## src/rtl/pzbcm_async_handshake_arbiter_if.sv

```systemverilog
// pzbcm_async_handshake_arbiter_if: client request bundle plus crossing-side handshake for pzbcm_async_handshake_arbiter
`timescale 1ns/1ps
interface pzbcm_async_handshake_arbiter_if #(
  parameter int REQUESTERS = 4,
  parameter int WIDTH = 8,
  parameter type TYPE = logic [WIDTH-1:0]
);
  logic [REQUESTERS-1:0] is_valid;
  logic [REQUESTERS-1:0] os_ready;
  TYPE is_data [REQUESTERS];
  logic os_hs_valid;
  logic is_hs_ready;
  TYPE os_hs_data;
  logic [$clog2(REQUESTERS)-1:0] os_grant_id;
  logic os_busy;
  modport master (
    input is_valid, is_data, is_hs_ready,
    output os_ready, os_hs_valid, os_hs_data, os_grant_id, os_busy
  );
  modport slave (
    output is_valid, is_data, is_hs_ready,
    input os_ready, os_hs_valid, os_hs_data, os_grant_id, os_busy
  );
endinterface

```

## src/rtl/pzbcm_async_handshake_arbiter.sv

```systemverilog
// pzbcm_async_handshake_arbiter: round-robin share of one pzbcm_async_handshake source port.
// Optional sticky stall flag enabled by PZBCM_ASYNC_HANDSHAKE_ARBITER_TIMEOUT_EN.
`timescale 1ns/1ps
module pzbcm_async_handshake_arbiter #(
  parameter int REQUESTERS = 4,
  parameter int WIDTH = 8,
  parameter type TYPE = logic [WIDTH-1:0],
  parameter int TIMEOUT_CYCLES = 1024
) (
  input  logic is_clk,
  input  logic is_rst_n,
  pzbcm_async_handshake_arbiter_if.master bus,
  input  logic is_timeout_clear,
  output logic os_timeout
);
  localparam int IW = $clog2(REQUESTERS);
  typedef enum logic {IDLE, BUSY} state_e;
  state_e state_q, state_d;
  logic [IW-1:0] ptr_q, ptr_d, gid_q, gid_d, g;
  logic found, grant;
  // Lowest offset from the pointer wins, so iterate downward and let later hits override.
  always_comb begin
    g = ptr_q;
    found = 1'b0;
    for (int i = REQUESTERS - 1; i >= 0; i--) begin
      if (bus.is_valid[(int'(ptr_q) + i) % REQUESTERS]) begin
        g = IW'((int'(ptr_q) + i) % REQUESTERS);
        found = 1'b1;
      end
    end
  end
  assign grant = state_q == IDLE && bus.is_hs_ready && found;
  always_comb begin
    state_d = state_q;
    ptr_d = ptr_q;
    gid_d = gid_q;
    bus.os_hs_valid = state_q == IDLE && found;
    bus.os_hs_data = bus.is_data[g];
    bus.os_ready = grant ? REQUESTERS'(1) << g : '0;
    bus.os_busy = state_q == BUSY;
    bus.os_grant_id = gid_q;
    if (grant) begin
      state_d = BUSY;
      ptr_d = g == IW'(REQUESTERS - 1) ? '0 : g + 1'b1;
      gid_d = g;
    end else if (state_q == BUSY && bus.is_hs_ready) begin
      state_d = IDLE;
    end
  end
  always_ff @(posedge is_clk or negedge is_rst_n) begin
    if (!is_rst_n) begin
      state_q <= IDLE;
      ptr_q <= '0;
      gid_q <= '0;
    end else begin
      state_q <= state_d;
      ptr_q <= ptr_d;
      gid_q <= gid_d;
    end
  end
`ifdef PZBCM_ASYNC_HANDSHAKE_ARBITER_TIMEOUT_EN
  localparam int CW = $clog2(TIMEOUT_CYCLES + 1);
  logic [CW-1:0] cnt_q, cnt_d;
  logic timeout_q, timeout_d, hit;
  // Count BUSY cycles; the flag fires once when the count reaches the limit and never aborts the wait.
  always_comb begin
    hit = state_q == BUSY && cnt_q == CW'(TIMEOUT_CYCLES - 1);
    cnt_d = state_q == IDLE ? '0 : cnt_q == CW'(TIMEOUT_CYCLES) ? cnt_q : cnt_q + 1'b1;
    timeout_d = hit | (timeout_q & ~is_timeout_clear);
  end
  always_ff @(posedge is_clk or negedge is_rst_n) begin
    if (!is_rst_n) begin
      cnt_q <= '0;
      timeout_q <= 1'b0;
    end else begin
      cnt_q <= cnt_d;
      timeout_q <= timeout_d;
    end
  end
  assign os_timeout = timeout_q;
`else
  logic unused_clear;
  assign unused_clear = is_timeout_clear;
  assign os_timeout = 1'b0;
`endif
endmodule
```

## src/flat_wrapper.sv

```systemverilog
// flat-port wrapper written by rule: the top's interface ports become plain ports
module pzbcm_async_handshake_arbiter_flat 
#(
  parameter int REQUESTERS = 4,
  parameter int WIDTH = 8,
  parameter type TYPE = logic [WIDTH-1:0],
  parameter int TIMEOUT_CYCLES = 1024
)
  (is_clk, is_rst_n, is_timeout_clear, os_timeout, bus_is_valid, bus_is_data, bus_is_hs_ready, bus_os_ready, bus_os_hs_valid, bus_os_hs_data, bus_os_grant_id, bus_os_busy);
  pzbcm_async_handshake_arbiter_if #(.REQUESTERS(REQUESTERS), .WIDTH(WIDTH), .TYPE(TYPE)) bus_i ();
  input  logic is_clk;
  input  logic is_rst_n;
  input  logic is_timeout_clear;
  output logic os_timeout;
  input wire logic [$bits(bus_i.is_valid)-1:0] bus_is_valid;
  input wire logic [$bits(bus_i.is_data)-1:0] bus_is_data;
  input wire logic [$bits(bus_i.is_hs_ready)-1:0] bus_is_hs_ready;
  output wire logic [$bits(bus_i.os_ready)-1:0] bus_os_ready;
  output wire logic [$bits(bus_i.os_hs_valid)-1:0] bus_os_hs_valid;
  output wire logic [$bits(bus_i.os_hs_data)-1:0] bus_os_hs_data;
  output wire logic [$bits(bus_i.os_grant_id)-1:0] bus_os_grant_id;
  output wire logic [$bits(bus_i.os_busy)-1:0] bus_os_busy;
  assign bus_i.is_valid = bus_is_valid;
  assign bus_i.is_data = {>>{bus_is_data}};
  assign bus_i.is_hs_ready = bus_is_hs_ready;
  assign bus_os_ready = bus_i.os_ready;
  assign bus_os_hs_valid = bus_i.os_hs_valid;
  assign bus_os_hs_data = bus_i.os_hs_data;
  assign bus_os_grant_id = bus_i.os_grant_id;
  assign bus_os_busy = bus_i.os_busy;
  pzbcm_async_handshake_arbiter #(.REQUESTERS(REQUESTERS), .WIDTH(WIDTH), .TYPE(TYPE), .TIMEOUT_CYCLES(TIMEOUT_CYCLES)) u_core (.is_clk(is_clk), .is_rst_n(is_rst_n), .bus(bus_i), .is_timeout_clear(is_timeout_clear), .os_timeout(os_timeout));
endmodule
```

## config.mk

```make
export PLATFORM = sky130hd
export DESIGN_NAME = pzbcm_async_handshake_arbiter_flat
export DESIGN_NICKNAME = d
export VERILOG_FILES = /design/src/rtl/pzbcm_async_handshake_arbiter_if.sv /design/src/rtl/pzbcm_async_handshake_arbiter.sv /design/src/flat_wrapper.sv
export SDC_FILE = /design/constraint.sdc
export NUM_CORES = 1
export LEC_CHECK = 0
export ABC_AREA = 1
export BUFFER_PORTS_ARGS = -buffer_cell sky130_fd_sc_hd__buf_2
export CAP_MARGIN = 20
export CORE_UTILIZATION = 45
export DETAILED_ROUTE_END_ITERATION = 8
export GPL_ROUTABILITY_DRIVEN = 0
export PLACE_DENSITY = 0.9
export SYNTH_ARGS = -nofsm -noshare
export SYNTH_HDL_FRONTEND = slang
export SYNTH_SLANG_ARGS = --single-unit
```

## constraint.sdc

```tcl
create_clock -name is_clk -period 2.8 [get_ports is_clk]
set_clock_uncertainty 0.2 [all_clocks]
set_input_delay 0.14 -clock is_clk [delete_from_list [all_inputs] [get_ports is_clk]]
set_output_delay 0.14 -clock is_clk [all_outputs]
set_load 0.05 [all_outputs]
```

==> flow_metrics.py, run 1 <==
metrics = {
    "critical_path": {
        "reg2reg_depth": 12,
        "worst_path_dominant_cell_family": "simple AND/OR/NAND/NOR gates",
        "crit_buf_inv": 4,
        "crit_fanout": 19,
        "crit_path_start_kind": "register",
        "slowest_delay_ps": 380,
        "worstSetupPathDepth": 14,
        "regToRegEndpoint": "u_core.ptr_q[1]",
        "crit_top_cell": "nand2_4",
        "crit_path_cell_trace": "buf_4 -> nand2_2 -> nand3_2 -> nand2_1 -> clkinv_1 -> nand2_2 -> nand2_4 -> nand2_4 -> nand2_4 -> nand2_8 -> ha_1 -> inv_1 -> nor2_1 -> buf_2",
        "worstPathRequired_ps": 2460,
        "end_kind": "output pin",
        "path_class": "register to output pin",
        "rrSetupSlack_ps": 700,
        "worstPathArrival_ps": 2140,
        "r2r_start": "u_core.ptr_q[1]",
        "cp_slowest_cell": "dfrtp_1",
    },
    "yosys": {
        "ys_seq_area_frac": 0.120,
        "synthCells": 173,
        "ys_seq_elements": 5,
        "synth_fp_nets": 214,
        "synth_fa_ha_area_frac": 0.0120,
        "synth-simple-area-share": 0.576,
        "syn_area_um2": 1040,
        "synth_top_family_by_area": "simple AND/OR/NAND/NOR gates",
        "synthXorXnorAreaFrac": 0,
        "syn_avg_cell_area_um2": 6.02,
        "muxShareOfSynthArea": 0,
        "synth.distinct_cells": 22,
        "synth-compound-area-share": 0.0564,
        "yosysWarnings": 0,
    },
    "die": {
        "num_io_pins": 57,
        "coreArea_um2": 2190,
        "placementRows": 17,
        "die_x_um": 50.1,
        "die-height_um": 50.1,
        "dieArea_um2": 2510,
        "start_util": 0.476,
    },
    "timing": {
        "clock.fmax_mhz": 403,
        "final_max_slew_viol_count": 0,
        "fin_crit_sh": 0.887,
        "hold_violations": 0,
        "finalSetupTns_ps": 0,
        "rsz0062_at_grt": "no",
        "fin_ws_ps": 316,
        "setup_viol": 0,
        "min_period_ps": 2480,
    },
    "clock_network": {
        "clock_path_buffers": 2,
        "clock-sinks": 5,
        "numCtsBuffers": 3,
        "htree_levels": 1,
        "cts_resized": 0,
        "root_buffer": "clkbuf_4",
        "clk_latency_ps": 240,
        "clk_pin_slew_worst_paths_ps": 40,
        "cts_tree": "done",
    },
    "hold_path": {
        "min_path_type": "primary input to asynchronous set/reset pin",
    },
    "drt": {
        "dr.pass1.iters": 4,
        "vias_per_cell": 4.64,
        "via_count": 1207,
        "avgRoutedWirePerCell_um": 9.21,
        "antenna_left": 0,
        "drc": 0,
        "drt-total-wl_mm": 2.39,
        "drt_iter0_drc": 29,
    },
    "flow_run": {
        "max-cap-violations": 0,
    },
    "final_layout": {
        "final_cell_mix": "buf_2 (54), inv_1 (39), nand2_1 (34), nand3_1 (28), nand2_2 (20)",
        "final_nets": 274,
        "drive_gt1_frac": 0.461,
        "antenna_cells": 0,
        "area_growth_pct": 30.7,
        "final_common_cell": "buf_2",
    },
    "place": {
        "place.detailed.hpwl_mm": 1.91,
        "port_buffers": 54,
        "pre_cts_ws_ps": 566,
    },
    "status": {
        "status": "finished, final reports clean",
    },
    "global_route": {
        "antenna_found_initial": 0,
        "grt_max_degree": 20,
        "grt_pass1_vias": 1053,
        "overflow": 0,
        "grt_usage": 0.209,
        "grt_pass1_wl_mm": 4.19,
    },
}
-- metrics by stage --
| stage | util | hold slack (ps) | cell area (um2) | cells |
|---|---|---|---|---|
| after global routing | 0.622 | 37.0 | 1360 | 260 |
| after floorplan | - | -356 | 1040 | 173 |
| after global placement | 0.601 | -241 | 1320 | 254 |
| after detailed placement | 0.601 | -240 | 1320 | 254 |
| final | 0.622 | 41.4 | 1360 | 260 |
| after CTS | 0.622 | 38.6 | 1360 | 260 |
-- kinds of logic (layout without fill, tap and decap cells) --
family,count (synthesis),count (layout)
buf+inv,52,111
other cells,1,1
simple gates,106,106
flops,5,5
compound gates,8,8
fa+ha+maj,1,1
-- what timing repair did --
item	CTS	global route
hold buffers	2	0
endpoints found under the hold margin	6	0
buffers inserted	0	0
-- per-layer routing --
layer	global-route usage	part of all wire	wire length, um	vias to the layer above
li1	-	-	-	632
met1	0.249	0.43	1030	535
met2	0.369	0.51	1220	38
met3	0.0247	0.051	121	2
met4	0.0857	0.010	24	0
met5	0	0	0	-
-- worst register-to-register path, stage by stage, from the launching register on --
cell	delay (ps)
dfrtp_1	460
inv_2	100
nand2_1	90
nand2_2	60
nand2_2	80
nand3_1	70
nand3_1	70
inv_1	50
o21ai_2	190
inv_2	140
ha_1	310
nor2_1	100
a21oi_1	50
-- cell type report --
cell class	count	area, um2
Clock buffer	4	26.3
Fill cell	217	828
Inverter	46	173
Multi-Input combinational cell	116	676
Sequential cell	5	125
Tap cell	28	35.0
Timing Repair Buffer	61	328
-- registers in the layout, indices dropped and copies added (netlist names) --
| register | cells |
|---|---|
| u_core.bus.os_busy | 1 |
| u_core.ptr_q | 2 |
| u_core.bus.os_grant_id | 2 |
-- cell usage after synthesis --
cell type / n / area [um2]
a21oi_4: 1 / 16.3
clkinv_1: 1 / 3.75
buf_4: 2 / 15.0
conb_1: 1 / 3.75
dfrtp_1: 5 / 125
nand2_2: 20 / 125
buf_6: 3 / 33.8
nand3_4: 1 / 17.5
o21ai_2: 2 / 17.5
nand3_1: 28 / 140
inv_1: 39 / 146
nand2_8: 1 / 20.0
nand3_2: 10 / 100
buf_12: 1 / 20.0
o21ai_0: 3 / 15.0
ha_1: 1 / 12.5
nor2_1: 8 / 30.0
inv_2: 6 / 22.5
nand2_4: 3 / 33.8
nand2_1: 34 / 128
nor2_2: 1 / 6.26
a21oi_1: 2 / 10.0
-- worst max-delay path by stage --
stage | slack [ps] | end | start
2_1_floorplan | 140 | bus_os_ready[0] | u_core.ptr_q[0]
3_3_place_gp | 600 | bus_os_ready[0] | u_core.ptr_q[0]
3_5_place_dp | 570 | bus_os_ready[3] | u_core.ptr_q[0]
4_1_cts | 300 | bus_os_ready[3] | u_core.ptr_q[0]
5_1_grt | 150 | bus_os_ready[3] | u_core.ptr_q[0]
6_report | 320 | bus_os_ready[3] | u_core.ptr_q[0]
Power of run 1 is not shown: default switching activity piles up to over one toggle a cycle in this logic, so the estimate is an artifact.
==> run 2, diff against run 1 <==
--- a/config.mk
+++ b/config.mk
@@ -11,6 +11,7 @@
 export CORE_UTILIZATION = 45
 export DETAILED_ROUTE_END_ITERATION = 8
 export GPL_ROUTABILITY_DRIVEN = 0
+export GPL_TIMING_DRIVEN = 0
 export PLACE_DENSITY = 0.9
 export SYNTH_ARGS = -nofsm -noshare
 export SYNTH_HDL_FRONTEND = slang
==> run 2 against run 1 <==
  * Non-clock buffer count grew 1
  * Core utilization grew 1.4 points
  * Design area grew 2.3%
  * Sequential share of layout area shrank 0.21 points
  * Routed wire length grew 7.7%
  * Largest cell class unchanged
  * Global-route usage grew 0.52 points
  * Count of clock-buffer cells in the layout is the same
  * Setup slack lost 120 ps
  * Die area is the same
==> flow_metrics.py, run 2 (synthesized netlist as in run 1, its figures left out) <==
metrics = {
    "status": {
        "status": "finished, final reports clean",
    },
    "die": {
        "die_x_um": 50.1,
        "die-height_um": 50.1,
        "num_io_pins": 57,
        "dieArea_um2": 2510,
        "coreArea_um2": 2190,
        "start_util": 0.476,
        "placementRows": 17,
    },
    "timing": {
        "min_period_ps": 2610,
        "finalSetupTns_ps": 0,
        "clock.fmax_mhz": 384,
        "rsz0062_at_grt": "no",
        "fin_crit_sh": 0.931,
        "hold_violations": 0,
        "final_max_slew_viol_count": 0,
        "setup_viol": 0,
    },
    "drt": {
        "avgRoutedWirePerCell_um": 9.88,
        "via_count": 1222,
        "drt_iter0_drc": 45,
        "antenna_left": 0,
        "vias_per_cell": 4.68,
        "dr.pass1.iters": 4,
        "drc": 0,
        "drt-total-wl_mm": 2.58,
    },
    "clock_network": {
        "clk_latency_ps": 240,
        "root_buffer": "clkbuf_4",
        "hold_buffers": 2,
        "cts_resized": 0,
        "post-cts-setup-buffer-count": 0,
        "clock-sinks": 5,
        "numCtsBuffers": 3,
        "htree_levels": 1,
        "clk_pin_slew_worst_paths_ps": 40,
        "clock_path_buffers": 2,
        "cts_tree": "done",
    },
    "flow_run": {
        "max-cap-violations": 0,
    },
    "place": {
        "dp.cells": 255,
        "port_buffers": 54,
        "place.detailed.hpwl_mm": 2.09,
    },
    "final_layout": {
        "area_growth_pct": 33.7,
        "multi_input_area_um2": 676,
        "drive_gt1_frac": 0.464,
        "final_cell_mix": "buf_2 (54), inv_1 (39), nand2_1 (34), nand3_1 (28), nand2_2 (20)",
        "final_cell_count_no_fill": 261,
        "nFillCells": 216,
        "seq_area_um2": 125,
        "final_common_cell": "buf_2",
        "antenna_cells": 0,
        "final_nets": 275,
    },
    "global_route": {
        "overflow": 0,
        "antenna_found_initial": 0,
        "grt_max_degree": 11,
        "gr-usage-met2": 0.391,
        "top_usage_layer": "met2",
        "use_met3": 0.0185,
        "grt_pass1_wl_mm": 4.18,
        "grt_usage": 0.214,
        "grt_pass1_vias": 1105,
        "grt_use_met1": 0.227,
    },
    "critical_path": {
        "end_kind": "output pin",
        "crit_fanout": 10,
        "path_class": "register to output pin",
        "worstPathRequired_ps": 2460,
        "worstPathArrival_ps": 2270,
        "crit_path_start_kind": "register",
    },
    "hold_path": {
        "min_path_type": "primary input to asynchronous set/reset pin",
    },
}
run 2: through the flow:
stage	worst slack [ps]	util	instance area, um2	hold slack (ps)
floorplan	145	-	1040	-356
global placement	478	0.615	1350	-241
detailed placement	451	0.615	1350	-241
CTS	180	0.636	1390	26.9
global route	25.8	0.636	1390	69.9
finish	193	0.636	1390	64.4
run 2: path summary, 6_finish.rpt:
| path | start | endpoint | slack, ps | cells after the start |
|---|---|---|---|---|
| max | u_core.ptr_q[1] | bus_os_ready[3] | 190 | 14 |
| min | is_rst_n | u_core.bus.os_grant_id[1] | 60 | 2 |
| max in group asynchronous | is_rst_n | u_core.ptr_q[1] | 2210 | 2 |
| min reg2reg | u_core.bus.os_grant_id[1] | u_core.bus.os_grant_id[1] | 290 | 2 |
| max reg2reg | u_core.ptr_q[1] | u_core.ptr_q[1] | 600 | 14 |
| min in group is_clk | bus_is_valid[1] | u_core.bus.os_grant_id[1] | 270 | 6 |
run 2: worst max-delay path, cell delays in order, from the launching register on:
cell     delay [ps]
dfrtp_1         450
inv_2           140
nand2_1          80
nand2_2          80
nand2_2          60
nand2_1         100
inv_2            50
nand2_4          80
nand3_4         140
nand2_8         150
buf_12          140
ha_1            140
inv_1            50
nor2_1           90
buf_2           260
run 2: layer usage:
layer / up-vias / part of all wire
met1: 527 / 0.40
met5: - / 0
met3: 8 / 0.061
met2: 49 / 0.52
met4: 0 / 0.022
li1: 638 / -
run 2: layout make-up:
class	instances	area share
multi-input combinational	116	0.485
timing repair buffer	56	0.208
inverter	46	0.124
sequential	5	0.0898
buffer	6	0.0494
tap	28	0.0251
clock buffer	4	0.0189
Power of run 2 is left out for the same reason.
